**src/rtl/decode_stage_if.sv**
```systemverilog
`default_nettype none
// ============================================================================
//  Module   : decode_stage_if
//  Purpose  : Bundles the fetch, regfile and ID/EX signals of the decode
//             stage. The master side is the decode stage itself; the slave
//             side is its surroundings (fetch, regfile, exec).
//  Revision : 1.0  initial release
// ============================================================================
interface decode_stage_if #(
  parameter int DATA_W = 16,
  parameter int REG_AW = 3
);
  // fetch side
  logic [DATA_W-1:0] insn;
  logic              fetch_hold;
  // exec control
  logic              branch_flag;
  logic              ex_stall;
  // regfile read ports
  logic [REG_AW-1:0] rs1_addr;
  logic [REG_AW-1:0] rs2_addr;
  logic [DATA_W-1:0] rs1_data;
  logic [DATA_W-1:0] rs2_data;
  // ID/EX bundle
  logic              ex_valid;
  logic [1:0]        ex_class;
  logic [3:0]        ex_funct;
  logic [REG_AW-1:0] ex_rd;
  logic              ex_we;
  logic              ex_is_load;
  logic              ex_is_store;
  logic              ex_is_branch;
  logic [DATA_W-1:0] ex_rs1_val;
  logic [DATA_W-1:0] ex_rs2_val;
  logic [DATA_W-1:0] ex_imm;
  // status
  logic              illegal_insn;
  logic              halted;

  modport master (
    input  insn, branch_flag, ex_stall, rs1_data, rs2_data,
    output fetch_hold, rs1_addr, rs2_addr,
           ex_valid, ex_class, ex_funct, ex_rd, ex_we,
           ex_is_load, ex_is_store, ex_is_branch,
           ex_rs1_val, ex_rs2_val, ex_imm,
           illegal_insn, halted
  );

  modport slave (
    output insn, branch_flag, ex_stall, rs1_data, rs2_data,
    input  fetch_hold, rs1_addr, rs2_addr,
           ex_valid, ex_class, ex_funct, ex_rd, ex_we,
           ex_is_load, ex_is_store, ex_is_branch,
           ex_rs1_val, ex_rs2_val, ex_imm,
           illegal_insn, halted
  );
endinterface
`default_nettype wire

```
**src/rtl/decode_stage.sv**
```systemverilog
`default_nettype none
// ============================================================================
//  Module   : decode_stage
//  Purpose  : Second pipeline stage of the 16-bit core. Splits the fetched
//             instruction into fields, sign-extends immediates, reads the
//             regfile and registers the ID/EX bundle. Interlocks one cycle
//             on load-use hazards, handles branch flush, exec back-pressure,
//             illegal opcodes and HALT.
//  Revision : 1.0  initial release
// ============================================================================
module decode_stage #(
  parameter int DATA_W  = 16,
  parameter int REG_AW  = 3,
  parameter int HALT_EN = 1
) (
  input  wire logic           clk,
  input  wire logic           rst,
  decode_stage_if.master      bus
);

  // --------------------------------------------------------------------------
  // State encoding
  // --------------------------------------------------------------------------
  localparam logic [1:0] c_st_run    = 2'd0;  // normal decode
  localparam logic [1:0] c_st_haz    = 2'd1;  // one bubble already issued, held insn decodes now
  localparam logic [1:0] c_st_halted = 2'd2;  // absorbing until reset

  localparam logic [1:0] c_cls_alu = 2'b00;
  localparam logic [1:0] c_cls_br  = 2'b01;
  localparam logic [1:0] c_cls_mem = 2'b10;

  localparam logic [1:0] c_sub_li  = 2'b00;
  localparam logic [1:0] c_sub_ld  = 2'b01;
  localparam logic [1:0] c_sub_st  = 2'b10;

  localparam logic [REG_AW-1:0] c_link_reg = {REG_AW{1'b1}};

  // --------------------------------------------------------------------------
  // Registered state and ID/EX bundle
  // --------------------------------------------------------------------------
  logic [1:0]        r_state;
  logic              r_ex_valid;
  logic [1:0]        r_ex_class;
  logic [3:0]        r_ex_funct;
  logic [REG_AW-1:0] r_ex_rd;
  logic              r_ex_we;
  logic              r_ex_is_load;
  logic              r_ex_is_store;
  logic              r_ex_is_branch;
  logic [DATA_W-1:0] r_ex_rs1_val;
  logic [DATA_W-1:0] r_ex_rs2_val;
  logic [DATA_W-1:0] r_ex_imm;
  logic              r_illegal;

  // --------------------------------------------------------------------------
  // Combinational decode results
  // --------------------------------------------------------------------------
  logic [DATA_W-1:0] w_insn;
  logic [REG_AW-1:0] w_rs1_addr;
  logic [REG_AW-1:0] w_rs2_addr;
  logic [REG_AW-1:0] w_rd;
  logic              w_we;
  logic [3:0]        w_funct;
  logic [DATA_W-1:0] w_imm;
  logic              w_valid;
  logic              w_is_load;
  logic              w_is_store;
  logic              w_is_branch;
  logic              w_illegal;
  logic              w_halt;
  logic [DATA_W-1:0] w_rs1_val;
  logic [DATA_W-1:0] w_rs2_val;
  logic              w_hazard;
  logic              w_accept;
  logic              w_fetch_hold;
  logic [1:0]        w_state_nxt;

  assign w_insn = bus.insn;

  // Field extraction and control decode; unused source fields stay at r0
  always_comb begin
    w_rs1_addr  = '0;
    w_rs2_addr  = '0;
    w_rd        = '0;
    w_we        = 1'b0;
    w_funct     = 4'd0;
    w_imm       = '0;
    w_valid     = 1'b0;
    w_is_load   = 1'b0;
    w_is_store  = 1'b0;
    w_is_branch = 1'b0;
    w_illegal   = 1'b0;
    w_halt      = 1'b0;
    case (w_insn[15:14])
      c_cls_alu: begin
        // insn == 0 is the fetch bubble: every field decodes to zero
        w_funct    = w_insn[13:10];
        w_rd       = w_insn[9:7];
        w_rs1_addr = w_insn[6:4];
        w_rs2_addr = w_insn[3:1];
        w_we       = (w_insn[9:7] != '0);
        w_valid    = (w_insn != '0);
      end
      c_cls_br: begin
        w_funct     = {2'b00, w_insn[13:12]};
        w_rs1_addr  = w_insn[11:9];
        w_imm       = {{(DATA_W-9){w_insn[8]}}, w_insn[8:0]};
        w_is_branch = 1'b1;
        w_valid     = 1'b1;
        // cond 11 is branch-and-link into the top register
        if (w_insn[13:12] == 2'b11) begin
          w_rd = c_link_reg;
          w_we = 1'b1;
        end
      end
      c_cls_mem: begin
        w_funct = {2'b00, w_insn[13:12]};
        case (w_insn[13:12])
          c_sub_li: begin
            w_rd    = w_insn[11:9];
            w_we    = (w_insn[11:9] != '0);
            w_imm   = {{(DATA_W-9){w_insn[8]}}, w_insn[8:0]};
            w_valid = 1'b1;
          end
          c_sub_ld: begin
            w_rd       = w_insn[11:9];
            w_we       = (w_insn[11:9] != '0);
            w_rs1_addr = w_insn[8:6];
            w_imm      = {{(DATA_W-6){w_insn[5]}}, w_insn[5:0]};
            w_is_load  = 1'b1;
            w_valid    = 1'b1;
          end
          c_sub_st: begin
            w_rs2_addr = w_insn[11:9];
            w_rs1_addr = w_insn[8:6];
            w_imm      = {{(DATA_W-6){w_insn[5]}}, w_insn[5:0]};
            w_is_store = 1'b1;
            w_valid    = 1'b1;
          end
          default: begin
            w_funct   = 4'd0;
            w_illegal = 1'b1;
          end
        endcase
      end
      default: begin
        // Class 11: only the all-zero payload is HALT; with HALT disabled it is a NOP
        if (w_insn[13:0] != 14'd0) begin
          w_illegal = 1'b1;
        end else if (HALT_EN != 0) begin
          w_halt = 1'b1;
        end
      end
    endcase
  end

  // r0 always reads as zero, whatever the regfile returns
  assign w_rs1_val = (w_rs1_addr == '0) ? '0 : bus.rs1_data;
  assign w_rs2_val = (w_rs2_addr == '0) ? '0 : bus.rs2_data;

  // Load-use hazard: a live load in ID/EX writes a register this insn reads.
  // Built only from insn-derived addresses and the registered bundle, so no
  // path exists from rs*_data into fetch_hold.
  assign w_hazard = r_ex_valid && r_ex_is_load &&
                    (((w_rs1_addr != '0) && (w_rs1_addr == r_ex_rd)) ||
                     ((w_rs2_addr != '0) && (w_rs2_addr == r_ex_rd)));

  // Current insn is consumed this cycle (may still decode to a bubble)
  assign w_accept = (r_state != c_st_halted) && !bus.ex_stall && !bus.branch_flag &&
                    !((r_state == c_st_run) && w_hazard);

  // Fetch repeats its insn when halted, stalled, or interlocking
  assign w_fetch_hold = (r_state == c_st_halted) || bus.ex_stall ||
                        (!bus.branch_flag && (r_state == c_st_run) && w_hazard);

  // Next-state selection in priority order: halted, stall, flush, hazard, decode
  always_comb begin
    w_state_nxt = c_st_run;
    if (r_state == c_st_halted) begin
      w_state_nxt = c_st_halted;
    end else if (bus.ex_stall) begin
      w_state_nxt = r_state;
    end else if (bus.branch_flag) begin
      w_state_nxt = c_st_run;
    end else if ((r_state == c_st_run) && w_hazard) begin
      w_state_nxt = c_st_haz;
    end else if (w_halt) begin
      w_state_nxt = c_st_halted;
    end
  end

  // ID/EX bundle register: hold on stall, issue on accept, otherwise a zero bubble
  always_ff @(posedge clk) begin
    if (rst) begin
      r_state        <= c_st_run;
      r_ex_valid     <= 1'b0;
      r_ex_class     <= 2'd0;
      r_ex_funct     <= 4'd0;
      r_ex_rd        <= '0;
      r_ex_we        <= 1'b0;
      r_ex_is_load   <= 1'b0;
      r_ex_is_store  <= 1'b0;
      r_ex_is_branch <= 1'b0;
      r_ex_rs1_val   <= '0;
      r_ex_rs2_val   <= '0;
      r_ex_imm       <= '0;
      r_illegal      <= 1'b0;
    end else begin
      r_state   <= w_state_nxt;
      r_illegal <= w_accept && w_illegal;
      if ((r_state == c_st_halted) || !bus.ex_stall) begin
        if (w_accept && w_valid) begin
          r_ex_valid     <= 1'b1;
          r_ex_class     <= w_insn[15:14];
          r_ex_funct     <= w_funct;
          r_ex_rd        <= w_rd;
          r_ex_we        <= w_we;
          r_ex_is_load   <= w_is_load;
          r_ex_is_store  <= w_is_store;
          r_ex_is_branch <= w_is_branch;
          r_ex_rs1_val   <= w_rs1_val;
          r_ex_rs2_val   <= w_rs2_val;
          r_ex_imm       <= w_imm;
        end else begin
          r_ex_valid     <= 1'b0;
          r_ex_class     <= 2'd0;
          r_ex_funct     <= 4'd0;
          r_ex_rd        <= '0;
          r_ex_we        <= 1'b0;
          r_ex_is_load   <= 1'b0;
          r_ex_is_store  <= 1'b0;
          r_ex_is_branch <= 1'b0;
          r_ex_rs1_val   <= '0;
          r_ex_rs2_val   <= '0;
          r_ex_imm       <= '0;
        end
      end
    end
  end

  // --------------------------------------------------------------------------
  // Outputs
  // --------------------------------------------------------------------------
  assign bus.fetch_hold   = w_fetch_hold;
  assign bus.rs1_addr     = w_rs1_addr;
  assign bus.rs2_addr     = w_rs2_addr;
  assign bus.ex_valid     = r_ex_valid;
  assign bus.ex_class     = r_ex_class;
  assign bus.ex_funct     = r_ex_funct;
  assign bus.ex_rd        = r_ex_rd;
  assign bus.ex_we        = r_ex_we;
  assign bus.ex_is_load   = r_ex_is_load;
  assign bus.ex_is_store  = r_ex_is_store;
  assign bus.ex_is_branch = r_ex_is_branch;
  assign bus.ex_rs1_val   = r_ex_rs1_val;
  assign bus.ex_rs2_val   = r_ex_rs2_val;
  assign bus.ex_imm       = r_ex_imm;
  assign bus.illegal_insn = r_illegal;
  assign bus.halted       = (r_state == c_st_halted);

endmodule
`default_nettype wire

```
**src/flat_wrapper.sv**
```systemverilog
// flat-port wrapper written by rule: the top's interface ports become plain ports
module decode_stage_flat 
#(
  parameter int DATA_W  = 16,
  parameter int REG_AW  = 3,
  parameter int HALT_EN = 1
)
  (clk, rst, bus_insn, bus_branch_flag, bus_ex_stall, bus_rs1_data, bus_rs2_data, bus_fetch_hold, bus_rs1_addr, bus_rs2_addr, bus_ex_valid, bus_ex_class, bus_ex_funct, bus_ex_rd, bus_ex_we, bus_ex_is_load, bus_ex_is_store, bus_ex_is_branch, bus_ex_rs1_val, bus_ex_rs2_val, bus_ex_imm, bus_illegal_insn, bus_halted);
  decode_stage_if #(.DATA_W(DATA_W), .REG_AW(REG_AW)) bus_i ();
  input  wire logic clk;
  input  wire logic rst;
  input wire logic [$bits(bus_i.insn)-1:0] bus_insn;
  input wire logic [$bits(bus_i.branch_flag)-1:0] bus_branch_flag;
  input wire logic [$bits(bus_i.ex_stall)-1:0] bus_ex_stall;
  input wire logic [$bits(bus_i.rs1_data)-1:0] bus_rs1_data;
  input wire logic [$bits(bus_i.rs2_data)-1:0] bus_rs2_data;
  output wire logic [$bits(bus_i.fetch_hold)-1:0] bus_fetch_hold;
  output wire logic [$bits(bus_i.rs1_addr)-1:0] bus_rs1_addr;
  output wire logic [$bits(bus_i.rs2_addr)-1:0] bus_rs2_addr;
  output wire logic [$bits(bus_i.ex_valid)-1:0] bus_ex_valid;
  output wire logic [$bits(bus_i.ex_class)-1:0] bus_ex_class;
  output wire logic [$bits(bus_i.ex_funct)-1:0] bus_ex_funct;
  output wire logic [$bits(bus_i.ex_rd)-1:0] bus_ex_rd;
  output wire logic [$bits(bus_i.ex_we)-1:0] bus_ex_we;
  output wire logic [$bits(bus_i.ex_is_load)-1:0] bus_ex_is_load;
  output wire logic [$bits(bus_i.ex_is_store)-1:0] bus_ex_is_store;
  output wire logic [$bits(bus_i.ex_is_branch)-1:0] bus_ex_is_branch;
  output wire logic [$bits(bus_i.ex_rs1_val)-1:0] bus_ex_rs1_val;
  output wire logic [$bits(bus_i.ex_rs2_val)-1:0] bus_ex_rs2_val;
  output wire logic [$bits(bus_i.ex_imm)-1:0] bus_ex_imm;
  output wire logic [$bits(bus_i.illegal_insn)-1:0] bus_illegal_insn;
  output wire logic [$bits(bus_i.halted)-1:0] bus_halted;
  assign bus_i.insn = bus_insn;
  assign bus_i.branch_flag = bus_branch_flag;
  assign bus_i.ex_stall = bus_ex_stall;
  assign bus_i.rs1_data = bus_rs1_data;
  assign bus_i.rs2_data = bus_rs2_data;
  assign bus_fetch_hold = bus_i.fetch_hold;
  assign bus_rs1_addr = bus_i.rs1_addr;
  assign bus_rs2_addr = bus_i.rs2_addr;
  assign bus_ex_valid = bus_i.ex_valid;
  assign bus_ex_class = bus_i.ex_class;
  assign bus_ex_funct = bus_i.ex_funct;
  assign bus_ex_rd = bus_i.ex_rd;
  assign bus_ex_we = bus_i.ex_we;
  assign bus_ex_is_load = bus_i.ex_is_load;
  assign bus_ex_is_store = bus_i.ex_is_store;
  assign bus_ex_is_branch = bus_i.ex_is_branch;
  assign bus_ex_rs1_val = bus_i.ex_rs1_val;
  assign bus_ex_rs2_val = bus_i.ex_rs2_val;
  assign bus_ex_imm = bus_i.ex_imm;
  assign bus_illegal_insn = bus_i.illegal_insn;
  assign bus_halted = bus_i.halted;
  decode_stage #(.DATA_W(DATA_W), .REG_AW(REG_AW), .HALT_EN(HALT_EN)) u_core (.clk(clk), .rst(rst), .bus(bus_i));
endmodule
```
**config.mk**
```make
export PLATFORM = sky130hd
export DESIGN_NAME = decode_stage_flat
export DESIGN_NICKNAME = d
export VERILOG_FILES = /design/src/rtl/decode_stage_if.sv /design/src/rtl/decode_stage.sv /design/src/flat_wrapper.sv
export SDC_FILE = /design/constraint.sdc
export NUM_CORES = 1
export LEC_CHECK = 0
export BUFFER_PORTS_ARGS = -buffer_cell sky130_fd_sc_hd__buf_2
export CORE_UTILIZATION = 52
export CTS_CLUSTER_SIZE = 20
export DETAILED_ROUTE_END_ITERATION = 6
export PLACE_DENSITY = 0.87
export SLEW_MARGIN = 30
export SYNTH_ARGS = -nofsm -noshare
export SYNTH_HDL_FRONTEND = slang
export SYNTH_SLANG_ARGS = --single-unit
```
**constraint.sdc**
```tcl
create_clock -name clk -period 3.43 [get_ports clk]
set_input_delay 0.1715 -clock clk [delete_from_list [all_inputs] [get_ports clk]]
set_output_delay 0.1715 -clock clk [all_outputs]
set_load 0.02 [all_outputs]
```
==> parameters.txt <==
Parameter                              Value

Outcome
  Status ... finished, final reports clean

Timing
  Crit share post-route ... 0.802
  Final number of hold-violating endpoints ... 0
  Max-slew violation count ... 0
  Hold Slack ... 0.0777 ns
  Rel. slew slack ... 0.552
  Final Skew ... 0.00606 ns
  Count of final setup violators ... 0
  Setup repair after global routing missed its margin ... false
  Final period demand of the worst path ... 2.75 ns
  Total Neg Setup Slack ... 0 ns
  Actual slew at the worst max-slew pin ... 0.666 ns
  Highest clock frequency the design can meet ... 364 MHz

Floorplan
  Area of the die ... 0.00594 sq mm
  Boundary pin count ... 123
  Core area ... 0.00527 sq mm
  Die width ... 77.1 um
  Initial Util ... 0.557
  Row count ... 26
  Die boundary height ... 77.1 um

Synthesis
  Number of storage elements in the synthesis netlist ... 58
  Number of warnings issued by yosys ... 0
  Mean cell area of the mapped netlist ... 8.89 sq um
  Synthesized cell area ... 0.00293 sq mm
  Register area share after synthesis ... 0.396
  Post-Synthesis Net Count ... 392
  Netlist cell types ... 40
  Fraction of synthesized cell area taken by the top area cell type ... 0.396
  Largest cells by area after synthesis ... dfxtp_1, nand2_1, o31ai_2, o31ai_1, ha_1
  Post-synthesis cell type with the largest combined area ... dfxtp_1
  Synth Instances ... 330

Detailed routing
  Remaining design rule violation count ... 0
  Number of vias after detailed routing ... 2,796
  Number of nets with antenna violations after routing ... 0
  Average wire length per cell after detail routing ... 14.7 um
  First-pass iteration count of the detailed router ... 5
  Average via count per standard cell ... 5.48
  Number of violations reported at the end of detailed-routing iteration 0 ... 170
  Total wire length ... 7500 um

Finish
  Final standard cell count with taps included and fillers excluded ... 510
  Layout cell share with drive strength beyond 1 ... 0.395
  Highest-count cells in the layout ignoring fill and taps ... buf_2, nand2_1, dfxtp_1
  Final nets ... 499
  Most common library cell in the layout ignoring fill and taps ... buf_2
  Antenna diodes ... 0
  Final core occ ... 0.688
  Layout Area Growth over Synthesis ... 23.6%

CTS
  Clock Tree Buf Depth ... 2
  Number of hold buffers added after CTS ... 0
  Clock Root Buffer ... clkbuf_8
  Clk pin slew, worst setup/hold paths ... 0.06 ns
  Resized Gates After CTS ... 0
  TritonCTS clock tree ... built
  CTS buffer count ... 9
  CTS sink cnt ... 58
  Post-CTS setup buffer count ... 0
  Clock Latency Late Sink ... 0.33 ns
  H-tree levels ... 3

Global routing
  Initial antenna violation count ... 0
  All-Layer GR Usage ... 0.273
  Aggregate global routing overflow ... 0
  Pin count of the biggest net entering global routing ... 56
  First-pass GRT wire length ... 12,900 um
  Vias in the first global route ... 2,731

Setup path
  Chain of cells forming the critical path ... buf_2 -> inv_1 -> ha_1 -> a22oi_1 -> a21oi_1 -> mux2_1 -> a41o_2 -> a211o_1 -> buf_2
  Worst setup EP type ... output pin
  Arrival time of data at the critical path endpoint ... 2.58 ns
  CP dominant cell by count ... buf_2
  Critical Path Start Type ... input pin
  Delay of the slowest cell on the worst path ... 0.52 ns
  Critical path class ... input pin to output pin
  Cell family with most CP delay ... compound AO/OA/AOI/OAI gates
  Req. time, crit path ... 3.26 ns
  Critical Path Fanout Max ... 19
  CP max stage cell ... ha_1
  Number of buffers and inverters on the critical path ... 3

Placed design
  Placer congestion estimate ... 0.934
  Placed insts ... 496
  IO Port Bufs ... 122
  Dpl hpwl ... 5380 um

Flow run
  Max-capacitance violation count ... 0

Pwr
  Power per cell area ... 392 mW/mm^2
  Leakage power figure ... 1.70 nW
  Total power ... 0.00142 W
  Worst IR drop on VDD ... 0.209 mV

Hold path
  Hold/Removal Path Class ... input pin to register
## cell type report
class / count / area [sq um]
clock inverters: 3 / 17.5
inverters: 14 / 52.6
fillers: 469 / 1650
clock buffers: 11 / 141
well taps: 70 / 87.6
repair buffers: 126 / 653
multi-input cells: 228 / 1510
flip-flops and latches: 58 / 1160
## metrics by stage
stage,setup slack (ns),cell area (sq um)
after detailed placement,0.695,3470
final,0.681,3620
after global routing,0.570,3620
after floorplan,1.10,2930
after global placement,0.791,3470
after CTS,0.694,3620
## tightest hold or removal path, stage by stage
cell and delay (ns):
buf_2 0.09, nand2_1 0.05, o31ai_1 0.05
## report_power, final
| part | internal (W) | total (W) | switching, W | leakage, nW |
|---|---|---|---|---|
| sequential | 0.000684 | 0.000690 | 0.00000577 | 0.468 |
| clock | 0.000271 | 0.000528 | 0.000257 | 0.0810 |
| combinational | 0.0000716 | 0.000204 | 0.000132 | 1.15 |
| total | 0.00103 | 0.00142 | 0.000395 | 1.70 |
## metal layers
metal,up-vias,share of wire,GRT usage
li1,1375,-,-
met1,1303,0.42,0.336
met2,108,0.49,0.449
met3,10,0.076,0.0762
met4,0,0.014,0.108
met5,-,0,0
## logic make-up after synthesis
group / after synthesis / synth area share
AOI/OAI and AO/OA: 89 / 0.275
xor gates and xnor gates: 4 / 0.0119
adders and majority gates: 10 / 0.0427
buffers and inverters: 44 / 0.0913
DFF: 58 / 0.396
muxes: 2 / 0.00725
and+or+nand+nor: 123 / 0.176
## synth_stat cells (all sizes together)
| master | n |
|---|---|
| nand2 | 101 |
| o21a | 1 |
| nand4b | 1 |
| nor4 | 1 |
| o31ai | 55 |
| nor4bb | 1 |
| a211o | 1 |
| mux2 | 1 |
| clkbuf | 8 |
| o21ba | 1 |
| nor2 | 3 |
| a21boi | 1 |
| a222oi | 5 |
| o21ai | 8 |
| xnor2 | 4 |
| nor3 | 3 |
| inv | 14 |
| dfxtp | 58 |
| nor4b | 2 |
| a211oi | 1 |
| mux2i | 1 |
| or3 | 2 |
| or4 | 1 |
| nor2b | 2 |
| buf | 22 |
| a41o | 1 |
| o221a | 1 |
| a22oi | 3 |
| nand4 | 1 |
| a32oi | 3 |
| ha | 10 |
| a21oi | 8 |
| nand3 | 5 |
## flip-flops by register name (all words and copies together), names as in the netlist
register / count
u_core.bus.ex_class: 2
u_core.bus.ex_funct: 4
u_core.bus.ex_imm: 9
u_core.bus.ex_is_branch: 1
u_core.bus.ex_is_load: 1
u_core.bus.ex_is_store: 1
u_core.bus.ex_rd: 3
u_core.bus.ex_rs1_val: 16
u_core.bus.ex_rs2_val: 16
u_core.bus.ex_valid: 1
u_core.bus.ex_we: 1
u_core.bus.illegal_insn: 1
u_core.r_state: 2
## path summary, 6_finish.rpt
| path | startpoint | cells past startpoint | end | slack, ns |
|---|---|---|---|---|
| worst max-delay path | bus_insn[14] | 9 | bus_fetch_hold | 0.68 |
| worst min-delay path | bus_rs1_data[13] | 3 | u_core.bus.ex_rs1_val[13] | 0.08 |
| worst max register to register | u_core.bus.ex_valid | 5 | u_core.bus.ex_rs2_val[1] | 1.17 |
| worst min register to register | u_core.bus.ex_rs1_val[6] | 2 | u_core.bus.ex_rs1_val[6] | 0.45 |
No activity file was read; power rests on OpenSTA's default activity.
